<file path="src/rtl/rtc_bus_master.sv">
// rtc_bus_master: burst-capable multiplexed AD-bus master for an external RTC chip, driven from PicoBlaze ports.
// Define RTCBUS_AUTOINC_EN to step the register address by one after every transfer of a burst.
module rtc_bus_master #(
  parameter int DW      = 8,
  parameter int DEPTH   = 4,
  parameter int T_ADDR  = 6,
  parameter int T_TURN  = 9,
  parameter int T_DATA  = 6,
  parameter int T_RECOV = 11
) (
  input  logic          clock,
  input  logic          reset,
  input  logic          writef,
  input  logic          readf,
  input  logic [7:0]    id_port,
  input  logic [DW-1:0] dpico,
  output logic [DW-1:0] port_out,
  input  logic [DW-1:0] ADin,
  output logic [DW-1:0] ADout,
  output logic          ad,
  output logic          cs,
  output logic          wr,
  output logic          rd,
  output logic          Pup,
  output logic [7:0]    ready,
  output logic          busy,
  output logic [3:0]    dbg_state
);

  localparam int AW = (DEPTH > 1) ? $clog2(DEPTH) : 1;
`ifdef RTCBUS_AUTOINC_EN
  localparam bit AUTOINC = 1'b1;
`else
  localparam bit AUTOINC = 1'b0;
`endif

  typedef enum logic [3:0] {
    S_IDLE, S_A_AL, S_A_CS, S_A_WR, S_A_E1, S_A_E2, S_A_E3,
    S_TURN, S_D_CS, S_D_STB, S_D_END, S_RECOV
  } state_t;

  state_t        state, state_nxt;
  logic [15:0]   phase_cnt, phase_len;
  logic          phase_last;
  logic [DW-1:0] addr_reg, cur_addr;
  logic          addr_dirty;
  logic [AW:0]   count_reg, remaining;
  logic          is_read, err;

  logic [DW-1:0] wf_mem [DEPTH];
  logic [AW-1:0] wf_wp, wf_rp;
  logic [AW:0]   wf_cnt;
  logic [DW-1:0] rf_mem [DEPTH];
  logic [AW-1:0] rf_wp, rf_rp;
  logic [AW:0]   rf_cnt;

  // PicoBlaze strobes are one-cycle qualifiers: an access with writef/readf high is
  // taken on that clock edge unconditionally; there is no back-pressure, so a push
  // into a full FIFO or a command while busy is simply dropped.
  logic port_addr_wr, port_cmd_wr, port_data_wr, port_cnt_wr, port_rf_pop;
  logic cmd_rd, cmd_wr, wr_ok, start, reject;
  logic xfer_done, burst_done;
  logic wf_push, wf_pop, wf_full, rf_push, rf_pop, rf_clr;
  logic [7:0] status;

  assign port_addr_wr = writef && (id_port == 8'h00);
  assign port_cmd_wr  = writef && (id_port == 8'h01);
  assign port_data_wr = writef && (id_port == 8'h02);
  assign port_cnt_wr  = writef && (id_port == 8'h03);
  assign port_rf_pop  = readf  && (id_port == 8'h04);

  assign busy       = (state != S_IDLE);
  assign dbg_state  = state;
  assign cmd_rd     = port_cmd_wr && !busy && (dpico == DW'(1));
  assign cmd_wr     = port_cmd_wr && !busy && (dpico == DW'(2));
  assign wr_ok      = (wf_cnt >= count_reg);
  assign start      = cmd_rd || (cmd_wr && wr_ok);
  assign reject     = cmd_wr && !wr_ok;
  assign xfer_done  = (state == S_RECOV) && phase_last;
  assign burst_done = xfer_done && (remaining == (AW+1)'(1));

  assign wf_full = (wf_cnt == (AW+1)'(DEPTH));
  assign wf_push = port_data_wr && !wf_full;
  assign wf_pop  = (state == S_D_END) && !is_read && (wf_cnt != '0);
  assign rf_clr  = start && cmd_rd;
  assign rf_push = (state == S_D_STB) && phase_last && is_read && (rf_cnt != (AW+1)'(DEPTH));
  assign rf_pop  = port_rf_pop && (rf_cnt != '0);

  // Address-latch and data chip-select setup take two cycles each, so that one
  // transfer is 9 fixed cycles plus the four programmable phases.
  always_comb begin
    phase_len = 16'd1;
    case (state)
      S_A_AL, S_D_CS: phase_len = 16'd2;
      S_A_WR:         phase_len = 16'(T_ADDR);
      S_TURN:         phase_len = 16'(T_TURN);
      S_D_STB:        phase_len = 16'(T_DATA);
      S_RECOV:        phase_len = 16'(T_RECOV);
      default:        phase_len = 16'd1;
    endcase
  end
  assign phase_last = (phase_cnt == phase_len - 16'd1);

  always_ff @(posedge clock or posedge reset) begin
    if (reset) begin
      state     <= S_IDLE;
      phase_cnt <= '0;
    end else begin
      state     <= state_nxt;
      phase_cnt <= (state == S_IDLE || phase_last) ? 16'd0 : phase_cnt + 16'd1;
    end
  end

  always_comb begin
    state_nxt = state;
    ad    = 1'b1;
    cs    = 1'b1;
    wr    = 1'b1;
    rd    = 1'b1;
    Pup   = 1'b0;
    ADout = '1;
    case (state)
      S_IDLE:  if (start) state_nxt = S_A_AL;
      S_A_AL:  begin ad = 1'b0; if (phase_last) state_nxt = S_A_CS; end
      S_A_CS:  begin ad = 1'b0; cs = 1'b0; if (phase_last) state_nxt = S_A_WR; end
      S_A_WR: begin
        ad = 1'b0; cs = 1'b0; wr = 1'b0; ADout = cur_addr;
        if (phase_last) state_nxt = S_A_E1;
      end
      S_A_E1: begin
        ad = 1'b0; cs = 1'b0; ADout = cur_addr;
        if (phase_last) state_nxt = S_A_E2;
      end
      S_A_E2:  begin ad = 1'b0; if (phase_last) state_nxt = S_A_E3; end
      S_A_E3:  if (phase_last) state_nxt = S_TURN;
      S_TURN:  begin Pup = is_read; if (phase_last) state_nxt = S_D_CS; end
      S_D_CS:  begin cs = 1'b0; if (phase_last) state_nxt = S_D_STB; end
      S_D_STB: begin
        cs = 1'b0;
        if (is_read) rd = 1'b0;
        else begin
          wr    = 1'b0;
          ADout = wf_mem[wf_rp];
        end
        if (phase_last) state_nxt = S_D_END;
      end
      S_D_END: if (phase_last) state_nxt = S_RECOV;
      S_RECOV: if (phase_last) state_nxt = burst_done ? S_IDLE : S_A_AL;
      default: state_nxt = S_IDLE;
    endcase
  end

  always_ff @(posedge clock or posedge reset) begin
    if (reset) begin
      addr_reg   <= '1;
      addr_dirty <= 1'b0;
      count_reg  <= (AW+1)'(1);
      remaining  <= (AW+1)'(1);
      cur_addr   <= '1;
      is_read    <= 1'b0;
      err        <= 1'b0;
      ready      <= 8'h00;
    end else begin
      // A completed auto-increment burst leaves start+k behind unless the host
      // has already written a new address for the next command.
      if (port_addr_wr) begin
        addr_reg   <= dpico;
        addr_dirty <= 1'b1;
      end else if (AUTOINC && burst_done && !addr_dirty) begin
        addr_reg <= cur_addr + DW'(1);
      end
      if (port_cnt_wr) begin
        if (dpico == '0)               count_reg <= (AW+1)'(1);
        else if (dpico > DW'(DEPTH))   count_reg <= (AW+1)'(DEPTH);
        else                           count_reg <= dpico[AW:0];
      end
      if (start) begin
        if (!port_addr_wr) addr_dirty <= 1'b0;
        remaining <= count_reg;
        cur_addr  <= addr_reg;
        is_read   <= cmd_rd;
        err       <= 1'b0;
        ready     <= 8'h00;
      end else if (reject) begin
        err <= 1'b1;
      end
      if (xfer_done) begin
        remaining <= remaining - (AW+1)'(1);
        if (AUTOINC) cur_addr <= cur_addr + DW'(1);
      end
      if (burst_done) ready <= 8'hFF;
    end
  end

  always_ff @(posedge clock) begin
    if (wf_push) wf_mem[wf_wp] <= dpico;
    if (rf_push) rf_mem[rf_wp] <= ADin;
  end

  always_ff @(posedge clock or posedge reset) begin
    if (reset) begin
      wf_wp  <= '0;
      wf_rp  <= '0;
      wf_cnt <= '0;
    end else begin
      if (wf_push) wf_wp <= wf_wp + AW'(1);
      if (wf_pop)  wf_rp <= wf_rp + AW'(1);
      case ({wf_push, wf_pop})
        2'b10:   wf_cnt <= wf_cnt + (AW+1)'(1);
        2'b01:   wf_cnt <= wf_cnt - (AW+1)'(1);
        default: wf_cnt <= wf_cnt;
      endcase
    end
  end

  always_ff @(posedge clock or posedge reset) begin
    if (reset) begin
      rf_wp  <= '0;
      rf_rp  <= '0;
      rf_cnt <= '0;
    end else if (rf_clr) begin
      rf_wp  <= '0;
      rf_rp  <= '0;
      rf_cnt <= '0;
    end else begin
      if (rf_push) rf_wp <= rf_wp + AW'(1);
      if (rf_pop)  rf_rp <= rf_rp + AW'(1);
      case ({rf_push, rf_pop})
        2'b10:   rf_cnt <= rf_cnt + (AW+1)'(1);
        2'b01:   rf_cnt <= rf_cnt - (AW+1)'(1);
        default: rf_cnt <= rf_cnt;
      endcase
    end
  end

  assign status = {ready[7], 3'b000, err, wf_full, (rf_cnt != '0), busy};

  always_comb begin
    port_out = '0;
    case (id_port)
      8'h04:   if (rf_cnt != '0) port_out = rf_mem[rf_rp];
      8'h05:   port_out = DW'(status);
      default: port_out = '0;
    endcase
  end

endmodule

</file>
<file path="config.mk">
export PLATFORM = sky130hd
export DESIGN_NAME = rtc_bus_master
export DESIGN_NICKNAME = d
export VERILOG_FILES = /design/src/rtl/rtc_bus_master.sv
export SDC_FILE = /design/constraint.sdc
export NUM_CORES = 1
export LEC_CHECK = 0
export CAP_MARGIN = 20
export CORE_ASPECT_RATIO = 1.5
export CORE_MARGIN = 3
export CORE_UTILIZATION = 60
export DETAILED_ROUTE_END_ITERATION = 8
export PLACE_DENSITY = 0.81
export SYNTH_ARGS = -nofsm -noshare
export SYNTH_HDL_FRONTEND = slang
export SYNTH_SLANG_ARGS = --single-unit
</file>
<file path="constraint.sdc">
create_clock -name clock -period 6.2 [get_ports clock]
set_input_delay 1.24 -clock clock [delete_from_list [all_inputs] [get_ports clock]]
set_output_delay 1.24 -clock clock [all_outputs]
set_load 0.02 [all_outputs]
</file>
Word level (Yosys, flattened, before mapping):

Memory sizes are Yosys's and may differ from the RTL's.
Index checks and enable logic that the tools add are counted.

* add/sub/neg operators: 11
* $mul: 0
* divide/modulo/power cells: 0
* order comparisons: 2
* eq/ne operators: 38
* shifts and indexed selects: 0
* mux-type cells: 46
* bitwise gates (word level): 0
* reduce and logical (&&, ||, !) cells: 45

Operators with widths (count)
* $mux W4: 12
* $pmux W4 S12: 1
* $mux W8: 4
* $pmux W8 S2: 2
* $eq A8 B2 Y1 const B: 3
* $ne A2 B2 Y1 const B: 12
* $logic_and A1 B1 Y1: 20
* $add A16 B1 Y16 const B: 1
* $eq A16 B16 Y1: 1
* $eq A4 B3 Y1 const B: 4
* $eq A4 B4 Y1 const B: 4
* $eq A8 B1 Y1 const B: 2
* $eq A8 B3 Y1 const B: 2
* $logic_not A8 Y1: 2
* $mux W16: 1
* $pmux W4 S4: 1
* $sub A16 B1 Y16 const B: 1
* $mux W3: 5
* $mux W1: 13
* $pmux W3 S2: 2
* $reduce_and A12 Y1: 1
* $reduce_bool A2 Y1: 6
* $reduce_or A5 Y1: 2
* $reduce_bool A3 Y1: 3
* 19 further kinds: 37

* register bits after elaboration: 66
* bits in latches: 0
* bits in writable memories: 64
* memory bits (read-only): 0
* bits of input ports: 28
* output and inout bits: 34
* word-level logic and storage cells: 159
* memories kept: 2

Memory list
* rf_mem: words 4, bits a word 8, rd ports 1, clocked after Yosys merged registers in 0, write ports 1, RTL line 53 `logic [DW-1:0] rf_mem [DEPTH];`
* wf_mem: words 4, bits a word 8, rd ports 1, clocked after Yosys merged registers in 0, write ports 1, RTL line 50 `logic [DW-1:0] wf_mem [DEPTH];`

Longest topological paths before layout:

* depth in word-level cells: 11
* depth in mapped cells: 12
* mapped depth without buffers: 11

Worst setup path after synthesis:

Ideal clock, no wire load.

* path type: input to output
* start: input port id_port[5]
* end: output port port_out[0]
* arrival: 2486 ps
* required time: 4960 ps
* path slack: 2474 ps
* stages on the path: 5
* path buffers: 0
* cells stage by stage: nor4_1 > nand4bb_1 > nor3_1 > nand2_1 > o21ai_0

* longest elaborated chain between the ends: 2
* elaborated cells between the ends (all ways): 3
* classes of those cells: eq/ne (2); mux (1)

RTL lines
* start, declared: RTL line 15 `input logic [7:0] id_port,`
* $eq A8 B3 Y1: RTL line 240 `case (id_port)`
* $pmux W8 S2 *: RTL line 240
* end, declared: RTL line 17 `output logic [DW-1:0] port_out,`

Every way passes the cells marked *; elsewhere a longest branch is shown, timed or not.

Worst setup path after layout:

* start: input port id_port[5]
* end: output port port_out[7]

The elaborated chain is that of the path after synthesis.

==> parameters.txt <==
Parameter                              Value

Floorplan
  Vertical die dimension ... 128 um
  Top Ports ... 62
  Die extent in x ... 87.3 um
  Initial Utilization ... 62.8%
  Core area ... 0.00947 mm^2
  Std-Cell Rows ... 43
  Area enclosed by the die boundary ... 0.0112 mm^2

Clock network
  Clock Tree Buf Depth ... 2
  Clk pin slew, worst setup/hold paths ... 0.05 ns
  Post-CTS Hold Buffers ... 0
  Clock tree from TritonCTS ... built
  H-tree depth reported by CTS ... 4
  Number of resized instances in the post-cts repair step ... 0
  Post-CTS Setup Repair Bufs ... 0
  Clock Root Buffer ... clkbuf_16
  Clock net sink count ... 123
  Latest clock arrival within the worst-skew pair ... 0.42 ns
  Num CTS Buffers ... 17

Timing
  Remaining max-slew budget at the tightest pin ... 40.9%
  Finish-stage setup viols ... 0
  Final number of hold-violating endpoints ... 0
  RSZ-0062 raised after global routing ... no
  Summed negative setup slack over all endpoints ... 0 ns
  Final Cycle Share ... 80.2%
  Setup Skew ... 0.00717 ns
  Tmin final ... 4.97 ns
  Actual slew at the worst max-slew pin ... 0.880 ns
  Final-report max-slew violation count ... 0
  Fmax ... 201 MHz
  Min Hold Slack ... 0.494 ns

Pwr
  Maximum vdd drop ... 0.227 mV
  Total power density per cell area ... 315 mW/mm^2
  Static leakage power ... 2.71 nW
  Sum of internal, switching and leakage power ... 2.25 mW

Worst setup path
  Setup Crit Path Kind ... in2out
  Critical Path Start ... id_port[5]
  CP max FO ... 8
  Data required time of the worst path ... 4.96 ns
  Worst Setup End Kind ... primary output
  Slack of the worst reg-to-reg path ... 2.50 ns
  Critical Path Start Type ... primary input
  Crit path arrival time ... 3.73 ns
  Worst reg2reg startpoint ... dbg_state[2]

Layout
  ANT cells ... 0
  Filler-free cell count of the finished design ... 657
  Layout overhead on the synthesized area ... 20.0%
  Share of final-layout standard cells stronger than drive strength 1 ... 16.9%
  Fillcell total ... 595
  Final Core Density ... 75.4%
  Layout Nets ... 579
  Registers with the highest flip-flop counts ... rf_mem: 32 flops, wf_mem: 32 flops, phase_cnt: 16 flops

GRT
  Via count of the first global-routing pass ... 4,118
  Total global-route track usage ... 24.7%
  First-pass GRT wire length ... 20.4 mm
  Largest net degree at the start of global routing ... 60
  Number of antenna violations at the first check in global routing ... 0
  Sum of overflow across all layers after global routing ... 0

Synth
  Most frequently used flop master after synthesis ... edfxtp_1
  Library cell occupying the most area in the post-synthesis netlist ... edfxtp_1
  Flip-flop and latch count after synthesis ... 123
  Share of Yosys cell area claimed by the top area cell type ... 32.3%
  Total of warnings raised by yosys ... 0
  Sequential element share of the synthesized area ... 57.5%
  Instance count of the mapped netlist ... 474
  Number of enable flip-flop cells after synthesis ... 64
  Top post-synthesis cells by area ... edfxtp_1, dfrtp_1, dfstp_2
  Most frequent cells after synthesis ... edfxtp_1, dfrtp_1, nand2_1
  Synth async-reset ratio ... 48.0%
  Average footprint of a synthesized cell ... 12.5 um^2
  Area of the mapped netlist ... 0.00595 mm^2
  Post-synth net total ... 521
  Count of distinct cell types in the synthesized netlist ... 60
  Dominant cell by count in the synthesized netlist ... edfxtp_1

Place
  Placer congestion estimate ... 0.840
  DP HPWL ... 8.44 mm
  Placed instance count ... 625
  # port buffers ... 61

Drt
  Total number of vias ... 3,896
  First-pass iteration count of the detailed router ... 4
  Number of DRC markers after the initial detailed-route iteration ... 269
  Routed len/inst ... 19.0 um
  Number of vias per cell after detailed routing ... 5.93
  DRC ... 0
  Routed wire length ... 12.5 mm
  DRT antenna net count ... 0

Worst hold path
  Startpoint of the tightest hold check path ... count_reg[0]
  Class of the worst hold path ... reg2reg

Job
  # Max-Cap Violations ... 0

Outcome
  Run status ... completed
-- final timing paths --
| check | endpoint | cells past startpoint |
|---|---|---|
| max | port_out[7] | 6 |
| min in group asynchronous | dbg_state[0] | 3 |
| max reg2reg | rf_cnt[2] | 11 |
| max in group asynchronous | phase_cnt[4] | 3 |
| min reg2reg | count_reg[0] | 2 |
| min | count_reg[0] | 2 |
-- critical path, cell delays in order --
cell             delay [ns]
clkdlybuf4s50_1        0.40
nor4_1                 0.41
nand4bb_1              0.21
nor3_1                 0.61
a22o_1                 0.24
clkdlybuf4s50_1        0.61
-- power by group --
part	total, mW	leakage [nW]	internal, mW	switching (mW)
clock	0.904	0.260	0.527	0.378
sequential	0.929	1.31	0.884	0.0448
combinational	0.418	1.14	0.173	0.244
total	2.25	2.71	1.58	0.667
-- per-layer routing --
metal	track usage, %	wire, um
met5	0	0
met4	9.85	332
met2	42.3	6770
met3	6.43	512
met1	29.1	4860
-- metrics by stage --
| stage | area, um^2 | setup slack (ns) |
|---|---|---|
| after floorplan | 5950 | 2.47 |
| after global placement | 6590 | 1.35 |
| after detailed placement | 6590 | 1.27 |
| after CTS | 7140 | 1.21 |
| after global routing | 7140 | 0.961 |
| final | 7140 | 1.23 |
-- layout by cell type (no fill, tap or decap), drive strengths merged, types with 15 or more instances in the layout --
cell / instances
dfstp: 18
clkdlybuf4s50: 61
mux4: 16
inv: 25
dfrtp: 41
ha: 17
o21ai: 21
and2: 15
mux2: 16
edfxtp: 64
nor2: 38
nand2: 41
clkbuf: 18
-- layout make-up --
class	count	area (um^2)	area share, %
Tap cell	112	140	1.96
Timing Repair Buffer	63	626	8.76
Multi-Input combinational cell	306	2320	32.5
Sequential cell	123	3420	47.9
Clock buffer	18	439	6.15
Inverter	21	78.8	1.10
Clock inverter	14	114	1.59
-- cell families (layout without fill, tap and decap cells) --
group / Yosys count / in the layout / synth area share [%]
AOI/OAI and AO/OA: 54 / 54 / 5.64
other: 1 / 1 / 0.0630
DFF: 123 / 123 / 57.5
and+or+nand+nor: 163 / 163 / 14.2
xor gates and xnor gates: 28 / 28 / 4.25
adders and majority gates: 19 / 19 / 4.25
buffers and inverters: 45 / 116 / 3.47
muxes: 41 / 41 / 10.7
No activity file was read; power rests on OpenSTA's default activity.
